## src/rtl/alu_seq_pkg.sv

```systemverilog
// Shared types and opcode constants for the ALU op sequencer.
package alu_seq_pkg;

    typedef enum logic [1:0] {
        IDLE,
        ISSUE,
        CAPTURE,
        FINISH
    } state_t;

    typedef struct packed {
        logic [2:0] op;
        logic [1:0] constsel;
    } step_t;

    localparam logic [2:0] OP_IDLE = 3'd0;
    localparam logic [2:0] OP_NOR  = 3'd3;
    localparam logic [2:0] OP_XOR  = 3'd4;

endpackage

```

## src/rtl/alu_seq_progmem.sv

```systemverilog
// Program store: DEPTH step entries, synchronous write, combinational read.
module alu_seq_progmem
    import alu_seq_pkg::*;
#(
    parameter int unsigned DEPTH = 8,
    parameter int unsigned AW    = $clog2(DEPTH)
) (
    input  logic          clk,
    input  logic          we,
    input  logic [AW-1:0] waddr,
    input  step_t         wdata,
    input  logic [AW-1:0] raddr,
    output step_t         rdata
);

    step_t mem [DEPTH];

    always_ff @(posedge clk) begin
        if (we) begin
            mem[waddr] <= wdata;
        end
    end

    assign rdata = mem[raddr];

endmodule

```

## src/rtl/alu_op_sequencer.sv

```systemverilog
// Runs a stored sequence of {op, constsel} steps through the external ALU datapath.
// Define ALU_STATUS_HALT_EN to stop a run early when the ALU raises AluStatus.
module alu_op_sequencer
    import alu_seq_pkg::*;
#(
    parameter int unsigned DEPTH = 8,
    parameter int unsigned AW    = $clog2(DEPTH)
) (
    input  logic          clk,
    input  logic          reset,
    input  logic          ProgWe,
    input  logic [AW-1:0] ProgAddr,
    input  logic [4:0]    ProgData,
    input  logic [AW:0]   ProgLen,
    input  logic          Start,
    input  logic [7:0]    StartValue,
    input  logic [7:0]    AluOutput,
    input  logic          AluStatus,
    output logic [7:0]    AluInput,
    output logic [1:0]    AluConstantSelect,
    output logic [2:0]    AluOperation,
    output logic          Busy,
    output logic          Done,
    output logic [7:0]    Result,
`ifdef ALU_STATUS_HALT_EN
    output logic          Halted,
`endif
    output logic [AW:0]   StepCount
);

    localparam logic [AW:0] DEPTH_LEN = (AW + 1)'(DEPTH);

    state_t      state;
    logic [7:0]  acc;
    logic [AW:0] len;
    logic [AW:0] ptr;
    logic [AW:0] ptr_inc;
    logic [AW:0] len_clamped;
    logic        mem_we;
    logic        halt_now;
    step_t       rd_step;

    assign ptr_inc     = ptr + 1'b1;
    assign len_clamped = (ProgLen > DEPTH_LEN) ? DEPTH_LEN : ProgLen;
    assign mem_we      = ProgWe && (state == IDLE);

`ifdef ALU_STATUS_HALT_EN
    assign halt_now = AluStatus;
`else
    logic unused_status;
    assign unused_status = AluStatus;
    assign halt_now      = 1'b0;
`endif

    alu_seq_progmem #(
        .DEPTH (DEPTH),
        .AW    (AW)
    ) u_progmem (
        .clk   (clk),
        .we    (mem_we),
        .waddr (ProgAddr),
        .wdata (step_t'(ProgData)),
        .raddr (ptr[AW-1:0]),
        .rdata (rd_step)
    );

    // Result is loaded on entry to FINISH so it is already valid while Done is high.
    always_ff @(posedge clk or posedge reset) begin
        if (reset) begin
            state             <= IDLE;
            acc               <= '0;
            len               <= '0;
            ptr               <= '0;
            Result            <= '0;
            StepCount         <= '0;
            Busy              <= 1'b0;
            Done              <= 1'b0;
            AluInput          <= '0;
            AluConstantSelect <= '0;
            AluOperation      <= OP_IDLE;
`ifdef ALU_STATUS_HALT_EN
            Halted            <= 1'b0;
`endif
        end else begin
            Done <= 1'b0;
            unique case (state)
                IDLE: begin
                    if (Start) begin
                        acc       <= StartValue;
                        len       <= len_clamped;
                        ptr       <= '0;
                        StepCount <= '0;
                        Busy      <= 1'b1;
`ifdef ALU_STATUS_HALT_EN
                        Halted    <= 1'b0;
`endif
                        if (ProgLen == '0) begin
                            Result <= StartValue;
                            Done   <= 1'b1;
                            state  <= FINISH;
                        end else begin
                            state <= ISSUE;
                        end
                    end
                end
                ISSUE: begin
                    AluInput          <= acc;
                    AluOperation      <= rd_step.op;
                    AluConstantSelect <= rd_step.constsel;
                    state             <= CAPTURE;
                end
                CAPTURE: begin
                    acc       <= AluOutput;
                    ptr       <= ptr_inc;
                    StepCount <= StepCount + 1'b1;
                    if ((ptr_inc == len) || halt_now) begin
                        Result <= AluOutput;
                        Done   <= 1'b1;
                        state  <= FINISH;
`ifdef ALU_STATUS_HALT_EN
                        Halted <= halt_now;
`endif
                    end else begin
                        state <= ISSUE;
                    end
                end
                FINISH: begin
                    Result            <= acc;
                    AluOperation      <= OP_IDLE;
                    AluConstantSelect <= '0;
                    Busy              <= 1'b0;
                    state             <= IDLE;
                end
                default: state <= IDLE;
            endcase
        end
    end

endmodule
```

## config.mk

```make
export PLATFORM = sky130hd
export DESIGN_NAME = alu_op_sequencer
export DESIGN_NICKNAME = d
export VERILOG_FILES = /design/src/rtl/alu_seq_pkg.sv /design/src/rtl/alu_seq_progmem.sv /design/src/rtl/alu_op_sequencer.sv
export SDC_FILE = /design/constraint.sdc
export NUM_CORES = 1
export LEC_CHECK = 0
export CAP_MARGIN = 0
export CORE_MARGIN = 4
export CORE_UTILIZATION = 45
export DETAILED_ROUTE_END_ITERATION = 8
export HOLD_SLACK_MARGIN = 0.03
export PLACE_DENSITY = 0.66
export SETUP_SLACK_MARGIN = 0.2
export SLEW_MARGIN = 10
export SYNTH_ARGS = -nofsm -noshare
export SYNTH_HDL_FRONTEND = slang
export SYNTH_SLANG_ARGS = --single-unit
```

## constraint.sdc

```tcl
create_clock -name clk -period 2.5 [get_ports clk]
set_clock_uncertainty 0.05 [all_clocks]
set_input_delay 0.25 -clock clk [delete_from_list [all_inputs] [get_ports clk]]
set_output_delay 0.25 -clock clk [all_outputs]
set_load 0.03 [all_outputs]
```

==> key figures, run 1 <==
Yosys
  – Post-synth EDFFs: 40
  – Post-synthesis cell count: 256
  – Syn nets: 291
  – Prevailing post-synth register cell: dfrtp_1
  – Synthesis Warnings: 0
  – Syn_area_per_cell: 14.3 um^2
  – Mapped Area: 0.00365 mm^2
  – Yosys cell types: 32
  – Synth area leaders: edfxtp_1 33%, dfrtp_1 31%, mux4_2 6.2%
  – Seq/Total Area, Yosys: 63.7%
  – Dominant cell type by area after synthesis: edfxtp_1
  – Post-synthesis register bit count: 85
  – Post-synth ARST share: 52.9%
  – Post-synth top area share: 32.9%

Global route
  – Global route overflow: 0
  – Total GRT Usage: 16.0%
  – Vias in the first global route: 2277
  – First-pass GRT wire length: 11.9 mm
  – Largest net degree at the start of global routing: 46
  – Initial antenna violation count: 0

Timing
  – Tcrit/Tclk final: 80.2%
  – Slew Viols, Final: 0
  – Minimum clock period: 2000 ps
  – RSZ-0062 raised after global routing: false
  – Hold Slack: 301 ps
  – Peak Freq: 499 MHz
  – Max transition margin: 61.7%
  – Final setup fails: 0
  – Worst-Margin Slew: 573 ps
  – Final hold vios: 0
  – Final setup TNS: 0 ps

Clock tree
  – CTS Hold Bufs: 0
  – Sink Count: 85
  – Clock Path Buffers: 2
  – CTS tree: done
  – H-Tree Depth: 3
  – Cts bufs inserted: 9
  – Post-CTS Setup Inserts: 0
  – Clock insertion delay at the later pin of the skew report: 340 ps
  – Post-cts sizing count: 0
  – CTS root buffer: clkbuf_8
  – Clk slew on worst S/H paths: 90 ps

Worst setup path
  – Startpoint types: flop
  – Critical path required time: 2670 ps
  – Arr. time, crit path: 2180 ps
  – Worst R2R Start: ptr[2]
  – Crit. Startpoint: ptr[2]
  – Critical path class: reg2reg
  – Setup crit end kind: flop
  – Crit-path max FO: 9

Drt
  – Initial DRC count: 77
  – Final ANT Viol Nets: 0
  – DR pass1 iterations: 5
  – Via Count: 2204
  – DRC Markers: 0
  – Vias per std cell: 5.14
  – WL final: 7.15 mm
  – Avg WL per Cell: 16.7 um

Run
  – Max-cap violations: 0

Power
  – Pwr Total: 5.10 mW
  – Maximum VDD drop: 0.000486 V
  – Pwr Density: 1110 mW/mm^2
  – Pleak: 1.74 nW

Finish
  – Ant diodes: 0
  – Syn-to-layout area delta: 25.1%
  – Share of post-route cells with drive strength above 1: 17.4%
  – Final nets: 357

Floorplan
  – Core ar.: 0.00781 mm^2
  – Initial Util: 46.8%
  – Row count: 32
  – DIE WIDTH: 98.1 um
  – Die Area: 0.00963 mm^2
  – Die Ht: 98.1 um
  – IO Count: 60

Placed design
  – GP Congestion: 0.772
  – Port Buffer Count: 58
  – DP Wirelength: 5.25 mm

Worst hold path
  – HP Class: in2async

Status
  – Status: completed
==> sequential cells by signal, summed over array words and instances (netlist names) <==
name,flops
u_progmem.mem,40
AluInput,8
Result,8
acc,8
StepCount,4
len,4
ptr,4
AluOperation,3
AluConstantSelect,2
state,2
Busy,1
Done,1
==> cell families (layout without fill, tap and decap cells) <==
kind of cell               Yosys count  in the layout  share of synthesized area, %
and+or+nand+nor                     55             55                          6.88
AOI/OAI and AO/OA                   41             41                          7.12
adders and majority gates            2              2                         0.685
muxes                               49             49                          17.5
buffers and inverters               17             88                          2.12
DFF                                 85             85                          63.7
xor gates and xnor gates             7              7                          2.05
==> cell type report <==
cell class,count,area (um^2)
fill,617,3240
sequential,85,2330
multi-input combinational,154,1250
timing repair buffer,69,663
clock buffer,10,128
tap,102,128
clock inverter,6,63.8
inverter,3,11.3
==> stage by stage <==
step / cells / setup slack (ps) / cell area (um^2) / utilization, %
6_report: 429 / 495 / 4570 / 58.5
5_1_grt: 429 / 402 / 4570 / 58.5
4_1_cts: 429 / 478 / 4570 / 58.5
3_5_place_dp: 413 / 327 / 4380 / 56.1
3_3_place_gp: 413 / 364 / 4380 / 56.1
2_1_floorplan: 256 / 690 / 3650 / -
==> power breakdown <==
group	switching [mW]	internal, mW
sequential	0.219	1.81
combinational	1.14	1.00
clock	0.459	0.462
total	1.82	3.28
==> synthesized netlist by cell type, drive strengths merged (4+ instances only) <==
cell	instances
mux2	18
o21ai	19
o2bb2ai	6
mux4	10
nor2	18
nand3	4
xor2	4
nand2b	7
edfxtp	40
nand2	19
mux2i	21
buf	6
a21oi	10
dfrtp	45
clkbuf	8
==> cell usage in the layout, fill, tap and decap left out, types with 2 or more instances in the layout <==
master and instances:
o21ai_0 17, edfxtp_1 40, nand2_1 19, xnor2_1 2
clkbuf_8 9, mux4_2 10, buf_4 11, dfrtp_1 45
nor2_1 18, mux2i_1 21, nor3_1 2, xor2_1 4
inv_1 2, nand3_1 4, clkdlybuf4s50_1 58, mux2_2 18
ha_1 2, nand2b_1 7, o2bb2ai_1 6, a21oi_1 10
a22o_1 3
==> worst max-delay path: stages (launching register included) <==
cell     delay (ps)
dfrtp_1         520
xnor3_1         470
nand4_2         150
o21ai_4         330
mux2_2          380
==> per-layer routing <==
metal  global-route usage [%]  share of wire, %  up-vias
li1                         -                 -     1074
met1                     22.0                46     1082
met2                     25.5                50       44
met3                     3.86               3.8        4
met4                     4.47              0.81        0
met5                        0                 0        -
==> worst paths after layout <==
| check | endpoint | slack, ps | depth (start not counted) |
|---|---|---|---|
| setup / recovery | Result[5] | 500 | 4 |
| setup reg to reg | Result[5] | 500 | 4 |
| hold / removal | AluInput[3] | 300 | 3 |
| min in group clk | AluConstantSelect[1] | 440 | 1 |
| max in group asynchronous | ptr[3] | 1720 | 3 |
| hold reg to reg | AluConstantSelect[1] | 440 | 1 |
No activity file was read; power rests on OpenSTA's default activity.
==> inputs of run 2 (changes only) <==
--- a/config.mk
+++ b/config.mk
@@ -10,7 +10,7 @@
 export CORE_UTILIZATION = 45
 export DETAILED_ROUTE_END_ITERATION = 8
 export HOLD_SLACK_MARGIN = 0.03
-export PLACE_DENSITY = 0.66
+export PLACE_DENSITY = 0.69
 export SETUP_SLACK_MARGIN = 0.2
 export SLEW_MARGIN = 10
 export SYNTH_ARGS = -nofsm -noshare
==> constraint.sdc (replaced) <==
create_clock -name clk -period 1.65 [get_ports clk]
set_clock_uncertainty 0.05 [all_clocks]
set_input_delay 0.165 -clock clk [delete_from_list [all_inputs] [get_ports clk]]
set_output_delay 0.165 -clock clk [all_outputs]
set_load 0.03 [all_outputs]
==> key figures, run 2 (synthesized netlist as in run 1, its figures left out) <==
Status
  – Status: finished with violations
  – Violated checks: setup timing

Power
  – Sw Ratio: 35.7%
  – Clock share of power: 19.6%
  – Pwr Density: 1730 mW/mm^2
  – Psw: 3.30 mW
  – Combinational Power Share: 46.4%
  – Share of power burned in registers: 34.0%
  – Design internal power: 5.96 mW
  – Pwr Total: 9.26 mW
  – Maximum VDD drop: 0.000778 V
  – Pleak: 2.19 nW

Worst setup path
  – Setup crit end kind: flop
  – Critical-path top delay cell: dfrtp_2
  – Critical Path, Cell by Cell: ha_4 -> xnor2_4 -> nand4_4 -> o21ai_4 -> buf_12 -> mux2_4
  – Crit-path max FO: 8
  – Critical path class: reg2reg
  – Startpoint types: flop
  – Critical path required time: 1840 ps
  – Max incr delay on CP: 450 ps
  – Arr. time, crit path: 1980 ps

Drt
  – Avg WL per Cell: 17.7 um
  – Via Count: 2476
  – Final ANT Viol Nets: 0
  – WL final: 8.40 mm
  – DR pass1 iterations: 4
  – Initial DRC count: 63
  – DRC Markers: 0
  – Vias per std cell: 5.22

Timing
  – Minimum clock period: 1790 ps
  – Peak Freq: 558 MHz
  – Worst-Margin Slew: 367 ps
  – PnR worst setup slack: -142 ps
  – Max transition margin: 75.5%
  – Final setup fails: 8
  – Hold Slack: 49.0 ps
  – Slew Viols, Final: 0
  – RSZ-0062 raised after global routing: true
  – Final hold vios: 0
  – Tcrit/Tclk final: 109%

Finish
  – Share of post-route cells with drive strength above 1: 35.2%
  – Ant diodes: 0
  – Final non-filler cell total: 474
  – Max reg flops: 40
  – Most flops, register: u_progmem.mem
  – Final nets: 402
  – Most frequent cells in the layout: 42 x dfrtp_1, 40 x edfxtp_1, 31 x clkdlybuf4s50_1
  – Syn-to-layout area delta: 46.4%
  – Filler cells: 552
  – Most common cell after layout, fill and taps aside: dfrtp_1

Floorplan
  – DIE WIDTH: 98.1 um
  – IO Count: 60
  – Row count: 32
  – Die Ht: 98.1 um
  – Initial Util: 46.8%
  – Die Area: 0.00963 mm^2
  – Core ar.: 0.00781 mm^2

Placed design
  – Placed Cells: 443
  – GP Congestion: 0.780
  – DP Wirelength: 5.65 mm
  – Port Buffer Count: 58
  – Worst slack at placement: -329 ps

Clock tree
  – H-Tree Depth: 3
  – Cts bufs inserted: 9
  – CTS root buffer: clkbuf_8
  – Clock insertion delay at the later pin of the skew report: 350 ps
  – CTS tree: done
  – Clock Path Buffers: 2
  – CTS Hold Bufs: 0
  – Clk slew on worst S/H paths: 90 ps
  – Sink Count: 85

Global route
  – Total GRT Usage: 17.9%
  – Vias in the first global route: 2571
  – Initial antenna violation count: 0
  – Global route overflow: 0
  – First-pass GRT wire length: 13.3 mm
  – Largest net degree at the start of global routing: 18

Run
  – Max-cap violations: 0

Worst hold path
  – HP Class: in2async
## run 2: cell types whose count changed in the layout (fill, tap and decap cells not counted), sizes merged, moves of 2 or more
cell and delta:
dlygate4sd2 +26, buf +45, clkinv -2, inv +2, clkdlybuf4s50 -27, bufinv +2
## run 2: worst max-delay path: cells and delay by family, from the launching register on
kind,cells,cell delay (ps)
flops,1,450
mux,1,300
fa+ha+maj,1,270
xor+xnor,1,160
compound gates,1,160
buf+inv,1,150
simple gates,1,120
## run 2: final cells by class
class	count	area, um^2	share of cell area [%]
Timing Repair Buffer	114	1140	21.3
Sequential cell	85	2330	43.6
Tap cell	102	128	2.38
Multi-Input combinational cell	154	1490	27.9
Clock buffer	9	124	2.31
Inverter	3	11.3	0.210
Clock inverter	7	128	2.38
## run 2: power groups by stage
stage,sequential [mW],combinational (mW),clock [mW]
2_1_floorplan,3.61,1.79,0
4_1_cts,3.12,3.84,1.85
3_3_place_gp,3.16,3.50,0
6_report,3.15,4.30,1.81
5_1_grt,3.21,4.56,1.95
3_5_place_dp,3.17,3.56,0
## run 2: layer usage
metal  vias to the layer above  part of all wire (%)  track usage (%)
met5                         -                     0                0
met4                         0                   1.6             6.82
met3                        11                   3.9             3.36
met2                        54                    50             29.8
met1                      1244                    44             23.4
li1                       1167                     -                -
## run 2: path summary, 6_finish.rpt
path / from / slack [ps] / endpoint / cells past startpoint
setup / recovery: ptr[0] / -140 / Result[6] / 6
hold / removal: reset / 50 / acc[2] / 2
setup reg to reg: ptr[0] / -140 / Result[6] / 6
hold reg to reg: AluConstantSelect[1] / 450 / AluConstantSelect[1] / 1
max in group asynchronous: reset / 1080 / acc[4] / 3
min in group clk: ProgLen[0] / 390 / len[0] / 3
## run 2: what timing repair did
item,CTS,global route
setup endpoints to repair,99,70
buffers inserted,6,8
pin swaps,13,13
gates resized for setup,58,39
gates cloned,1,0
endpoints found under the hold margin,0,0
## run 2: through the flow
stage / util (%) / cell area [um^2] / TNS, ps
6_report: 68.5 / 5350 / -1080
5_1_grt: 68.5 / 5350 / -1480
4_1_cts: 65.8 / 5140 / -1620
3_5_place_dp: 60.2 / 4700 / -2480
3_3_place_gp: 60.2 / 4700 / -2250
2_1_floorplan: - / 3750 / -1080
==> inputs of run 3 (changes only) <==
--- a/config.mk
+++ b/config.mk
@@ -7,10 +7,10 @@
 export LEC_CHECK = 0
 export CAP_MARGIN = 0
 export CORE_MARGIN = 4
-export CORE_UTILIZATION = 45
+export CORE_UTILIZATION = 48
 export DETAILED_ROUTE_END_ITERATION = 8
 export HOLD_SLACK_MARGIN = 0.03
-export PLACE_DENSITY = 0.69
+export PLACE_DENSITY = 0.73
 export SETUP_SLACK_MARGIN = 0.2
 export SLEW_MARGIN = 10
 export SYNTH_ARGS = -nofsm -noshare
==> key figures, run 3 (synthesized netlist as in run 1, its figures left out) <==
Timing
  – PnR worst setup slack: -127 ps
  – Minimum clock period: 1780 ps
  – Final setup TNS: -934 ps
  – Peak Freq: 563 MHz
  – Final setup fails: 9
  – Slew Viols, Final: 0
  – Max transition margin: 77.1%
  – RSZ-0062 raised after global routing: true
  – Final hold vios: 0
  – Worst-Margin Slew: 345 ps
  – Tcrit/Tclk final: 108%

Drt
  – WL final: 8.38 mm
  – Initial DRC count: 113
  – Avg WL per Cell: 17.7 um
  – Final ANT Viol Nets: 0
  – Vias per std cell: 5.31
  – Via Count: 2518
  – DR pass1 iterations: 4
  – DRC Markers: 0

Clock tree
  – Sink Count: 85
  – Clock Path Buffers: 2
  – Clk slew on worst S/H paths: 90 ps
  – CTS tree: done
  – CTS root buffer: clkbuf_8
  – Clock insertion delay at the later pin of the skew report: 360 ps
  – Cts bufs inserted: 9
  – CTS Hold Bufs: 0
  – H-Tree Depth: 3

Run
  – Max-cap violations: 0

Power
  – Maximum VDD drop: 0.000799 V
  – Pwr Density: 1700 mW/mm^2
  – Pwr Total: 8.97 mW
  – Pleak: 2.18 nW

Placed design
  – Placed Cells: 434
  – Port Buffer Count: 58
  – GP Congestion: 0.751
  – DP Wirelength: 5.40 mm
  – Worst slack at placement: -269 ps

Status
  – Status: finished with violations
  – Violated checks: setup timing

Finish
  – Filler cells: 467
  – Max reg flops: 40
  – Most flops, register: u_progmem.mem
  – Final nets: 405
  – Multi-input logic area: 0.00145 mm^2
  – Syn-to-layout area delta: 44.4%
  – Ant diodes: 0
  – Reg area: 0.00233 mm^2
  – Most common cell after layout, fill and taps aside: dfrtp_1
  – Share of post-route cells with drive strength above 1: 33.6%
  – Final core occ: 72.0%
  – Final non-filler cell total: 474
  – Most frequent cells in the layout: 43 x dfrtp_1, 40 x edfxtp_1, 32 x buf_4

Global route
  – Vias in the first global route: 2479
  – Largest net degree at the start of global routing: 46
  – Initial antenna violation count: 0
  – Global route overflow: 0
  – First-pass GRT wire length: 12.6 mm
  – Total GRT Usage: 18.6%

Worst setup path
  – Critical Path, Cell by Cell: ha_4 -> xnor3_1 -> nand4_2 -> o21ai_4 -> buf_12 -> mux2_4
  – Buf/Inv on CP: 1
  – Critical-path top delay cell: dfrtp_1
  – Reg2reg setup slack: -130 ps
  – Max incr delay on CP: 430 ps
  – Worst R2R Path Depth: 6
  – Setup crit end kind: flop
  – Critical path required time: 1840 ps
  – Crit-path max FO: 8
  – Top Family by Delay on Critical Path: flip-flops
  – Worst R2R Start: ptr[0]
  – Startpoint types: flop
  – FF-to-FF End: Result[3]
  – Crit. Startpoint: ptr[0]
  – Critical path class: reg2reg
  – Arr. time, crit path: 1970 ps

Floorplan
  – Core ar.: 0.00733 mm^2
  – IO Count: 60
  – Initial Util: 49.9%
  – Die Area: 0.00907 mm^2
  – Row count: 31
  – Die Ht: 95.3 um
  – DIE WIDTH: 95.3 um

Worst hold path
  – HP Class: in2async
==> run 3: stage by stage <==
step | area (um^2) | hold slack (ps)
after floorplan | 3750 | 214
after global placement | 4640 | 421
after detailed placement | 4640 | 423
after CTS | 5060 | 99.5
after global routing | 5280 | 121
final | 5280 | 89.6
==> run 3: repair_timing <==
action	in CTS	in global routing
buffers inserted	12	9
pin swaps	11	7
endpoints found under the setup margin	92	80
gates resized for setup	57	36
cloned	0	3
==> run 3: report_power, final <==
| group | internal [mW] | leakage (nW) | switching, mW |
|---|---|---|---|
| clock network | 0.860 | 0.108 | 0.754 |
| registers | 2.75 | 0.916 | 0.367 |
| logic | 2.15 | 1.16 | 2.09 |
==> run 3: area by class of cell <==
class,instances,share of cell area (%)
multi-input combinational,154,27.4
inverter,3,0.213
clock inverter,7,1.85
sequential,85,44.1
timing repair buffer,117,21.7
tap,99,2.35
clock buffer,9,2.35
==> run 3: worst max path at each step <==
stage,slack (ps),cells after the start,endpoint
after floorplan,-130,5,Result[0]
after global routing,-200,6,Result[3]
after global placement,-260,6,Result[1]
final,-130,6,Result[3]
after CTS,-150,6,Result[3]
after detailed placement,-270,5,Result[7]
==> run 3: layer usage <==
layer / vias to the layer above / wire length (um) / track usage (%)
li1: 1178 / - / -
met1: 1264 / 3340 / 22.5
met2: 62 / 4420 / 32.2
met3: 14 / 491 / 5.37
met4: 0 / 132 / 5.29
met5: - / 0 / 0
==> run 3: worst min-delay path: stages <==
cell and delay [ps]:
clkdlybuf4s50_1 410, inv_2 70, buf_12 230
